[src/rtl/shift_register_tx_ctrl_if.sv]
// Byte stream handshake between a producer and the shift register sequencer.
// Master is the byte source; slave is the sequencing controller.
interface shift_register_tx_ctrl_if;
   logic       i_valid;
   logic [7:0] i_data;
   logic       o_ready;

   modport master (
      output i_valid,
      output i_data,
      input  o_ready
   );

   modport slave (
      input  i_valid,
      input  i_data,
      output o_ready
   );
endinterface

[src/rtl/shift_register_tx_ctrl.sv]
// Load/shift sequencer for an 8-bit enable-less shift register.
// Frames each byte into 8 strobed serial bits with optional idle gaps.
module shift_register_tx_ctrl #(
   parameter bit          LSB_FIRST = 1'b0,
   parameter bit          FILL      = 1'b0,
   parameter int unsigned GAP       = 0
) (
   input  logic                           i_clk,
   input  logic                           i_rstn,
   shift_register_tx_ctrl_if.slave        bus,
   input  logic                           i_abort,
   output logic                           o_sr_load,
   output logic [7:0]                     o_sr_par,
   output logic                           o_sr_ser_in,
   output logic                           o_bit_valid,
   output logic                           o_bit_last,
   output logic                           o_busy,
   output logic [15:0]                    o_frame_cnt
);

   localparam bit         NO_GAP = (GAP == 0);
   localparam logic [3:0] GAP_M1 = NO_GAP ? 4'd0 : 4'(GAP - 1);

   typedef enum logic [1:0] {
      ST_IDLE,
      ST_SHIFT,
      ST_GAP
   } state_t;

   state_t      state;
   logic [2:0]  cnt;
   logic [3:0]  gcnt;
   logic [15:0] frame_cnt;
   logic        bit_valid;
   logic        bit_last;
   logic        busy;

   logic        last_bit;
   logic        ready;
   logic        load;
   logic [7:0]  data_rev;

   assign last_bit = (state == ST_SHIFT) && (cnt == 3'd7);

   // A reload is only possible on the final bit when no gap is configured
   assign ready = !i_abort &&
                  ((state == ST_IDLE) || (last_bit && NO_GAP));
   assign load  = bus.i_valid && ready;

   always_comb begin
      data_rev = 8'h00;
      for (int i = 0; i < 8; i++) begin
         data_rev[i] = bus.i_data[7-i];
      end
   end

   assign bus.o_ready  = ready;
   assign o_sr_load    = load;
   assign o_sr_par     = LSB_FIRST ? data_rev : bus.i_data;
   assign o_sr_ser_in  = FILL;
   assign o_bit_valid  = bit_valid;
   assign o_bit_last   = bit_last;
   assign o_busy       = busy;
   assign o_frame_cnt  = frame_cnt;

   always_ff @(posedge i_clk) begin
      if (!i_rstn) begin
         state     <= ST_IDLE;
         cnt       <= 3'd0;
         gcnt      <= 4'd0;
         frame_cnt <= 16'd0;
         bit_valid <= 1'b0;
         bit_last  <= 1'b0;
         busy      <= 1'b0;
      end else begin
         case (state)
            ST_IDLE: begin
               if (load) begin
                  state     <= ST_SHIFT;
                  cnt       <= 3'd0;
                  bit_valid <= 1'b1;
                  bit_last  <= 1'b0;
                  busy      <= 1'b1;
               end
            end
            ST_SHIFT: begin
               if (i_abort) begin
                  state     <= ST_IDLE;
                  cnt       <= 3'd0;
                  bit_valid <= 1'b0;
                  bit_last  <= 1'b0;
                  busy      <= 1'b0;
               end else if (cnt == 3'd7) begin
                  frame_cnt <= frame_cnt + 16'd1;
                  bit_last  <= 1'b0;
                  cnt       <= 3'd0;
                  if (!NO_GAP) begin
                     state     <= ST_GAP;
                     gcnt      <= GAP_M1;
                     bit_valid <= 1'b0;
                     busy      <= 1'b1;
                  end else if (load) begin
                     state     <= ST_SHIFT;
                     bit_valid <= 1'b1;
                     busy      <= 1'b1;
                  end else begin
                     state     <= ST_IDLE;
                     bit_valid <= 1'b0;
                     busy      <= 1'b0;
                  end
               end else begin
                  cnt      <= cnt + 3'd1;
                  bit_last <= (cnt == 3'd6);
               end
            end
            ST_GAP: begin
               if (gcnt == 4'd0) begin
                  state <= ST_IDLE;
                  busy  <= 1'b0;
               end else begin
                  gcnt <= gcnt - 4'd1;
               end
            end
            default: begin
               state     <= ST_IDLE;
               bit_valid <= 1'b0;
               bit_last  <= 1'b0;
               busy      <= 1'b0;
            end
         endcase
      end
   end

endmodule
[src/flat_wrapper.sv]
// flat-port wrapper written by rule: the top's interface ports become plain ports
module shift_register_tx_ctrl_flat 
#(
   parameter bit          LSB_FIRST = 1'b0,
   parameter bit          FILL      = 1'b0,
   parameter int unsigned GAP       = 0
)
  (i_clk, i_rstn, i_abort, o_sr_load, o_sr_par, o_sr_ser_in, o_bit_valid, o_bit_last, o_busy, o_frame_cnt, bus_i_valid, bus_i_data, bus_o_ready);
  shift_register_tx_ctrl_if bus_i ();
  input  logic i_clk;
  input  logic i_rstn;
  input  logic i_abort;
  output logic o_sr_load;
  output logic [7:0] o_sr_par;
  output logic o_sr_ser_in;
  output logic o_bit_valid;
  output logic o_bit_last;
  output logic o_busy;
  output logic [15:0] o_frame_cnt;
  input wire logic [$bits(bus_i.i_valid)-1:0] bus_i_valid;
  input wire logic [$bits(bus_i.i_data)-1:0] bus_i_data;
  output wire logic [$bits(bus_i.o_ready)-1:0] bus_o_ready;
  assign bus_i.i_valid = bus_i_valid;
  assign bus_i.i_data = bus_i_data;
  assign bus_o_ready = bus_i.o_ready;
  shift_register_tx_ctrl #(.LSB_FIRST(LSB_FIRST), .FILL(FILL), .GAP(GAP)) u_core (.i_clk(i_clk), .i_rstn(i_rstn), .bus(bus_i), .i_abort(i_abort), .o_sr_load(o_sr_load), .o_sr_par(o_sr_par), .o_sr_ser_in(o_sr_ser_in), .o_bit_valid(o_bit_valid), .o_bit_last(o_bit_last), .o_busy(o_busy), .o_frame_cnt(o_frame_cnt));
endmodule
[config.mk]
export PLATFORM = sky130hd
export DESIGN_NAME = shift_register_tx_ctrl_flat
export DESIGN_NICKNAME = d
export VERILOG_FILES = /design/src/rtl/shift_register_tx_ctrl_if.sv /design/src/rtl/shift_register_tx_ctrl.sv /design/src/flat_wrapper.sv
export SDC_FILE = /design/constraint.sdc
export NUM_CORES = 1
export LEC_CHECK = 0
export ABC_CLOCK_PERIOD_IN_PS = 2800
export BUFFER_PORTS_ARGS = -buffer_cell sky130_fd_sc_hd__buf_2
export CORE_MARGIN = 1
export CORE_UTILIZATION = 51
export CTS_CLUSTER_SIZE = 14
export DETAILED_ROUTE_END_ITERATION = 16
export PLACE_DENSITY = 0.92
export SLEW_MARGIN = 40
export SYNTH_ARGS = -nofsm -noshare
export SYNTH_HDL_FRONTEND = slang
export SYNTH_SLANG_ARGS = --single-unit
[constraint.sdc]
create_clock -name i_clk -period 2.8 [get_ports i_clk]
set_input_delay 0.14 -clock i_clk [delete_from_list [all_inputs] [get_ports i_clk]]
set_output_delay 0.14 -clock i_clk [all_outputs]
set_load 0.1 [all_outputs]
# Yosys cells after proc, flatten, opt, wreduce, memory -nomap -nowiden

Cells that the tools add are included.

Input bits: 12
Flip-flop bits (word level): 28

Add/sub/neg operators: 3
Multiplexer cells: 21
Bitwise logic cells: 3
Reductions and logical operators: 14
Eq/ne operators: 7

Operators with widths:

| cell                    | count |
|---|---|
| $add A16 B1 Y16 const B | 1 |
| $mux W1                 | 9 |
| $mux W3                 | 3 |
| $pmux W1 S3             | 3 |
| $reduce_and A3 Y1       | 3 |
| $mux W2                 | 4 |
| $eq A3 B3 Y1 const B    | 2 |
| $pmux W2 S3             | 1 |
| $pmux W3 S2             | 1 |
| $reduce_and A2 Y1       | 3 |
| $logic_not A4 Y1        | 1 |
| $sub A4 B1 Y4 const B   | 1 |
| $add A3 B1 Y3 const B   | 1 |
| $logic_and A1 B1 Y1     | 3 |
| $ne A3 B3 Y1 const B    | 1 |
| $not A1 Y1              | 3 |
| $eq A2 B1 Y1 const B    | 1 |
| $eq A2 B2 Y1 const B    | 1 |
| $logic_not A2 Y1        | 1 |
| $ne A2 B1 Y1 const B    | 1 |
| $ne A2 B2 Y1 const B    | 1 |
| $reduce_bool A2 Y1      | 1 |
| $logic_not A1 Y1        | 1 |
| $logic_or A1 B1 Y1      | 1 |

# Depth between registers and ports, before layout

Gate-level depths: netlist of the first run.

Depth after elaboration: 9
Mapped depth: 7
Mapped depth without buffers: 6

# Least setup slack after synthesis of the first run

Ideal clock, no wire load.

Path type: register to output
From: register u_core.state[0]
To: output o_sr_load
Arrival: 3.191 ns
Cell stages (with the launch flop): 4
Path slack: -0.531 ns
Path through: dfxtp_1 -> nor2b_1 -> nor2_1 -> and2_1

Cells in the longest elaborated chain, start to end: 5
Elaborated cells on any way between the ends: 6
Classes of those cells: 1 x eq/ne; 5 x reduce/logical

RTL lines:

| what                    | line                         | source |
|---|---|---|
| start, declared         | shift_register_tx_ctrl.sv:30 | `state_t state;` |
| start signal, assigned  | shift_register_tx_ctrl.sv:68 | `state <= ST_IDLE;` |
| start signal, assigned  | shift_register_tx_ctrl.sv:79 | `state <= ST_SHIFT;` |
| start signal, assigned  | shift_register_tx_ctrl.sv:88 | `state <= ST_IDLE;` |
| $eq A2 B1 Y1            | shift_register_tx_ctrl.sv:43 | `assign last_bit = (state == ST_SHIFT) && (cnt == 3'd7);` |
| $logic_and A1 B1 Y1     | shift_register_tx_ctrl.sv:43 |  |
| $logic_or A1 B1 Y1 (*)  | shift_register_tx_ctrl.sv:47 | `((state == ST_IDLE) \|\| (last_bit && NO_GAP));` |
| $logic_and A1 B1 Y1 (*) | shift_register_tx_ctrl.sv:46 | `assign ready = !i_abort &&` |
| named net bus_o_ready   | flat_wrapper.sv:22           | `output wire logic [$bits(bus_i.o_ready)-1:0] bus_o_ready;` |
| $logic_and A1 B1 Y1 (*) | shift_register_tx_ctrl.sv:48 | `assign load = bus.i_valid && ready;` |
| end, declared           | flat_wrapper.sv:13           | `output logic o_sr_load;` |

The timed path passes the listed nets; every way through them passes the cells marked *.

# Worst setup path after layout of the first run

From: register u_core.cnt[1]
To: output o_sr_load

Cells in the longest elaborated chain, start to end: 5

RTL lines:

| what                   | line                          | source |
|---|---|---|
| start, declared        | shift_register_tx_ctrl.sv:31  | `logic [2:0] cnt;` |
| start signal, assigned | shift_register_tx_ctrl.sv:112 | `cnt <= cnt + 3'd1;` |
| $eq A3 B3 Y1           | shift_register_tx_ctrl.sv:43  |  |
| $logic_and A1 B1 Y1    | shift_register_tx_ctrl.sv:43  |  |
| $logic_or A1 B1 Y1     | shift_register_tx_ctrl.sv:47  |  |
| $logic_and A1 B1 Y1    | shift_register_tx_ctrl.sv:46  |  |
| $logic_and A1 B1 Y1    | shift_register_tx_ctrl.sv:48  |  |

No other way between the ends.

==> impl_metrics.json, run 1 <==
{
  "yosys-top-cells-area": "dfxtp_1 39%, buf_4 7.7%, nor2_1 6.6%, ha_1 4.7%, xnor2_1 4.1%",
  "critPathLaunchType": "flop",
  "netlist_area_sq_um": 1070,
  "dieHeight_um": 47.9,
  "antenna_found_initial": 0,
  "antenna_left": 0,
  "cts_sinks": 21,
  "groute.layer.met3.usage": 0.0113,
  "synth_top_family_by_area": "simple AND/OR/NAND/NOR gates",
  "overflow": 0,
  "synth_xor_area_frac": 0.0815,
  "gp_routability_congestion": 0.808,
  "final_util": 0.591,
  "crit_required_ns": 2.66,
  "netlist.area_leader.share": 0.391,
  "grt_pass1_wl_mm": 3.22,
  "fillers": 182,
  "synth.mux.area_fraction": 0.0186,
  "power_density_nw_per_um2": 427,
  "nets": 154,
  "crit_type": "flop to output pin",
  "crit_path_end_kind": "output pin",
  "synthSimpleGateAreaFrac": 0.291,
  "postCtsHoldBufs": 0,
  "drc_errors": 0,
  "synth-adder-area-share": 0.0466,
  "skew_ns": 0.00305,
  "fmax_ghz": 0.498,
  "rows": 16,
  "ys_seq_area_frac": 0.391,
  "seq_area_sq_um": 420,
  "die_w_um": 47.9,
  "insertion_delay_ns": 0.30,
  "fin_cells": 164,
  "syn_nets": 139,
  "vdd_ir_drop_max_uv": 208,
  "met1_usage": 0.283,
  "relSlewSlack": 0.593,
  "busiest_layer": "met2",
  "synthCells": 123,
  "wirelength_mm": 2.11,
  "rsz0062_at_grt": "false",
  "drv_slew": 0,
  "core-area_sq_um": 1960,
  "power_leakage_uw": 0.000548,
  "ys_ff_latch": 21,
  "wl_per_cell_um": 12.8,
  "grt_pass1_vias": 741,
  "ios": 42,
  "worstMarginPinSlew_ns": 0.609,
  "first_pass_iters": 4,
  "htreeDepth": 1,
  "grt_max_degree": 21,
  "status": "finished, final reports clean",
  "use_met2": 0.292,
  "min_period_ns": 2.01,
  "synth_compound_area_frac": 0.0629,
  "maxCapViolations": 0,
  "synth_warnings": 0,
  "cts_tree": "yes",
  "cp_max_fo": 5,
  "syn_area_per_cell_sq_um": 8.74,
  "multi_input_area_sq_um": 546,
  "synth_cell_type_count": 30,
  "diodes": 0,
  "hold_viol_final": 0,
  "hpwl_mm": 1.44,
  "portBuffers": 24,
  "fin_setup_tns_ns": 0,
  "numCtsBuffers": 3,
  "dieArea_sq_um": 2290,
  "clock_tree.root_cell": "clkbuf_4",
  "whs_ns": 0.0754,
  "routed_via_density": 5.34,
  "post_cts_resized": 0,
  "finalCritPeriodShare": 0.718,
  "synthToLayoutAreaGrowth_pct": 7.80,
  "critPathArrivalTime_ns": 1.87,
  "drive_gt1_frac": 0.241,
  "post-cts-setup-buffers": 0,
  "track_usage": 0.194,
  "cts_buffer_depth": 2,
  "power_uw": 495,
  "yosysTopAreaCell": "dfxtp_1",
  "drt_iter0_drc": 26,
  "dr_total_vias": 875,
  "placedCellCount": 160,
  "hold_path.class": "input port to flop",
  "path_clk_slew_ns": 0.11,
  "finalSetupViolCount": 0,
  "initial_utilization": 0.548
}
cell usage after synthesis (all sizes together):
| cell type | instances |
|---|---|
| or2 | 1 |
| xnor2 | 5 |
| a21oi | 7 |
| and3 | 3 |
| inv | 3 |
| clkbuf | 2 |
| nor3 | 5 |
| nand4 | 4 |
| xor2 | 5 |
| mux2i | 2 |
| nand2 | 6 |
| nand2b | 1 |
| o21ai | 3 |
| dfxtp | 21 |
| or3 | 4 |
| and4b | 1 |
| nor4 | 2 |
| buf | 12 |
| or2b | 1 |
| conb | 1 |
| nor2 | 19 |
| nand3 | 5 |
| nor2b | 1 |
| a32oi | 2 |
| nand3b | 1 |
| and4 | 1 |
| and2 | 1 |
| ha | 4 |
state kept, by name, indices dropped and copies added, names as in the netlist:
name                count
u_core.o_bit_last       1
u_core.cnt              3
u_core.state            1
u_core.o_frame_cnt     16
per-stage QoR:
stage               instance area (sq um)  worst slack (ns)
floorplan                            1080             0.218
global placement                     1130             0.984
detailed placement                   1130             0.932
CTS                                  1160             0.775
global route                         1160             0.672
finish                               1160             0.791
cell type report:
cell class                      count  area share
Timing Repair Buffer               24       0.104
Clock inverter                      1     0.00432
Tap cell                           27      0.0292
Clock buffer                        3      0.0194
Multi-Input combinational cell     85       0.471
Sequential cell                    21       0.363
Inverter                            3     0.00972
logic make-up (layout without fill, tap and decap cells):
| group | Yosys count | count (layout) |
|---|---|---|
| buffers and inverters | 17 | 31 |
| and+or+nand+nor | 56 | 56 |
| adders and majority gates | 4 | 4 |
| AOI/OAI and AO/OA | 12 | 12 |
| muxes | 2 | 2 |
| xor gates and xnor gates | 10 | 10 |
| other | 1 | 1 |
| DFF | 21 | 21 |
worst paths after layout:
check	from	endpoint	slack, ns	cells past startpoint
worst max-delay path	u_core.cnt[1]$_SDFFE_PN0P_	o_sr_load	0.79	6
worst min-delay path	i_abort	u_core.state[0]$_SDFFE_PN0P_	0.08	2
worst min register to register	u_core.o_frame_cnt[15]$_SDFFE_PN0P_	u_core.o_frame_cnt[15]$_SDFFE_PN0P_	0.48	2
worst max register to register	u_core.cnt[1]$_SDFFE_PN0P_	u_core.o_frame_cnt[14]$_SDFFE_PN0P_	0.87	6
where the power goes:
part	switching, uW	internal, uW
clock	90.6	53.2
sequential	2.10	300
combinational	40.9	7.90
critical path, stage by stage, from the launching register on:
cell and delay [ns]:
dfxtp_1 0.39, ha_1 0.17, ha_1 0.27, nor2b_1 0.10, nor2_2 0.09, and2_2 0.13, buf_2 0.41
cells in the final DEF, fill, tap and decap left out, types with 2 or more instances in the layout:
cell type | synthesis | layout
buf_2 | 0 | 24
dfxtp_1 | 21 | 21
nor2_1 | 19 | 18
a21oi_1 | 7 | 7
nand2_1 | 6 | 6
nor3_1 | 5 | 5
nand3_1 | 5 | 5
xnor2_1 | 5 | 5
xor2_1 | 5 | 5
or3_1 | 4 | 4
ha_1 | 4 | 4
inv_1 | 3 | 3
and3_1 | 3 | 3
o21ai_0 | 3 | 3
nand4_1 | 3 | 3
clkbuf_4 | 0 | 3
nor4_1 | 2 | 2
mux2i_1 | 2 | 2
a32oi_1 | 2 | 2
per-layer routing:
metal	vias up	part of all wire
met1	406	0.47
li1	437	-
met2	24	0.47
met4	0	0.017
met5	-	0
met3	8	0.041
Note: power is estimated with default switching activity, not from simulation.
==> run 2: changes to the inputs <==
--- a/config.mk
+++ b/config.mk
@@ -5,13 +5,13 @@
 export SDC_FILE = /design/constraint.sdc
 export NUM_CORES = 1
 export LEC_CHECK = 0
-export ABC_CLOCK_PERIOD_IN_PS = 2800
+export ABC_CLOCK_PERIOD_IN_PS = 1650
 export BUFFER_PORTS_ARGS = -buffer_cell sky130_fd_sc_hd__buf_2
 export CORE_MARGIN = 1
-export CORE_UTILIZATION = 51
+export CORE_UTILIZATION = 43
 export CTS_CLUSTER_SIZE = 14
 export DETAILED_ROUTE_END_ITERATION = 16
-export PLACE_DENSITY = 0.92
+export PLACE_DENSITY = 0.84
 export SLEW_MARGIN = 40
 export SYNTH_ARGS = -nofsm -noshare
 export SYNTH_HDL_FRONTEND = slang
==> constraint.sdc (replaced) <==
create_clock -name i_clk -period 1.65 [get_ports i_clk]
set_input_delay 0.0825 -clock i_clk [delete_from_list [all_inputs] [get_ports i_clk]]
set_output_delay 0.0825 -clock i_clk [all_outputs]
set_load 0.1 [all_outputs]
==> impl_metrics.json, run 2 (synthesized netlist as in run 1, its figures left out) <==
{
  "grt_pass1_wl_mm": 4.03,
  "core-area_sq_um": 2280,
  "hpwl_mm": 1.60,
  "initial_utilization": 0.472,
  "finalSetupViolCount": 0,
  "rows": 17,
  "clock_tree.root_cell": "clkbuf_4",
  "path_clk_slew_ns": 0.11,
  "grt_max_degree": 21,
  "maxCapViolations": 0,
  "dieArea_sq_um": 2700,
  "status": "finished, final reports clean",
  "crit_buf_inv": 0,
  "grt_pass1_vias": 867,
  "first_pass_iters": 5,
  "whs_ns": 0.0403,
  "path_common_cell": "ha_4",
  "cts_tree": "yes",
  "track_usage": 0.201,
  "antenna_found_initial": 0,
  "critPathLaunchType": "flop",
  "cp_top_family": "simple AND/OR/NAND/NOR gates",
  "hold_path.class": "input port to flop",
  "drive_gt1_frac": 0.437,
  "hold_viol_final": 0,
  "cp_max_fo": 4,
  "antenna_left": 0,
  "insertion_delay_ns": 0.29,
  "final_cell_mix": "22 x buf_2, 18 x nor2_1, 11 x dfxtp_4",
  "cts_buffer_depth": 2,
  "min_period_ns": 1.64,
  "cts_sinks": 21,
  "diodes": 0,
  "drv_slew": 0,
  "numCtsBuffers": 3,
  "power_density_nw_per_um2": 625,
  "power_leakage_uw": 0.000587,
  "placedCellCount": 162,
  "crit_path_end_kind": "flop",
  "dieHeight_um": 52.0,
  "crit_slowest_cell": "dfxtp_2",
  "worst_slack_ns": 0.0136,
  "skew_ns": 0.00306,
  "critPathArrivalTime_ns": 1.86,
  "synthToLayoutAreaGrowth_pct": 23.4,
  "portBuffers": 24,
  "fin_area_sq_um": 1330,
  "die_w_um": 52.0,
  "fin_cells": 170,
  "htreeDepth": 1,
  "wirelength_mm": 2.41,
  "vdd_ir_drop_max_uv": 382,
  "overflow": 0,
  "gp_routability_congestion": 0.810,
  "crit_required_ns": 1.88,
  "routed_via_density": 5.63,
  "worstMarginPinSlew_ns": 0.635,
  "rsz0062_at_grt": "true",
  "dp_slack_ns": 0.00163,
  "crit_type": "flop to flop",
  "layout_commonest_cell": "buf_2",
  "dr_total_vias": 957,
  "place_area_sq_um": 1240,
  "path_cells": "ha_4, ha_4, and4b_2, nand4_4, or3_4, a21oi_2",
  "wl_per_cell_um": 14.2,
  "ios": 42,
  "finalCritPeriodShare": 0.992,
  "relSlewSlack": 0.576,
  "largest_reg_flops": 16,
  "max_stage_delay_ns": 0.37,
  "drt_iter0_drc": 25,
  "fmax_ghz": 0.611,
  "drc_errors": 0,
  "nets": 159
}
run 2: cell count changes in the layout (fill, tap and decap cells not counted), moves of 2 or more:
cell     previous run  this run
buf_2              24        22
buf_4               0         5
dfxtp_1            21         5
dfxtp_2             0         5
dfxtp_4             0        11
ha_1                4         2
ha_4                0         2
run 2: path summary, 6_finish.rpt:
| check | start | endpoint | slack (ns) | cells after the start |
|---|---|---|---|---|
| setup / recovery | u_core.cnt[0]$_SDFFE_PN0P_ | u_core.o_frame_cnt[12]$_SDFFE_PN0P_ | 0.01 | 6 |
| hold / removal | i_abort | u_core.state[0]$_SDFFE_PN0P_ | 0.04 | 2 |
| setup reg to reg | u_core.cnt[0]$_SDFFE_PN0P_ | u_core.o_frame_cnt[12]$_SDFFE_PN0P_ | 0.01 | 6 |
| hold reg to reg | u_core.o_frame_cnt[15]$_SDFFE_PN0P_ | u_core.o_frame_cnt[15]$_SDFFE_PN0P_ | 0.49 | 2 |
run 2: area by class of cell:
cell class,instances,area [sq um]
fill,188,950
multi-input combinational,85,607
sequential,21,468
timing repair buffer,29,179
tap,28,35.0
clock buffer,4,26.3
inverter,3,11.3
run 2: routing by layer:
metal / wire [um] / GRT usage / up-vias
met5: 0 / 0 / -
met4: 53 / 0.0991 / 0
met3: 160 / 0.0292 / 8
met2: 1240 / 0.338 / 47
met1: 952 / 0.249 / 452
li1: - / - / 450
run 2: what timing repair did:
action | CTS | global route
hold buffers | 0 | 0
pin swaps | 1 | 8
buffers inserted | 2 | 2
endpoints found under the setup margin | 5 | 6
resized for setup | 4 | 6
run 2: per-stage QoR:
step	setup TNS, ns	utilization	power [uW]
final	0	0.583	829
after global routing	-0.139	0.583	859
after CTS	0	0.565	837
after detailed placement	0	0.544	600
after global placement	0	0.544	599
after floorplan	-0.0739	-	675
run 2: power breakdown:
part	leakage [uW]	total (uW)	switching, uW	internal [uW]
combinational	0.000391	95.6	73.5	22.1
sequential	0.000181	495	3.96	491
clock	0.0000150	238	143	94.1
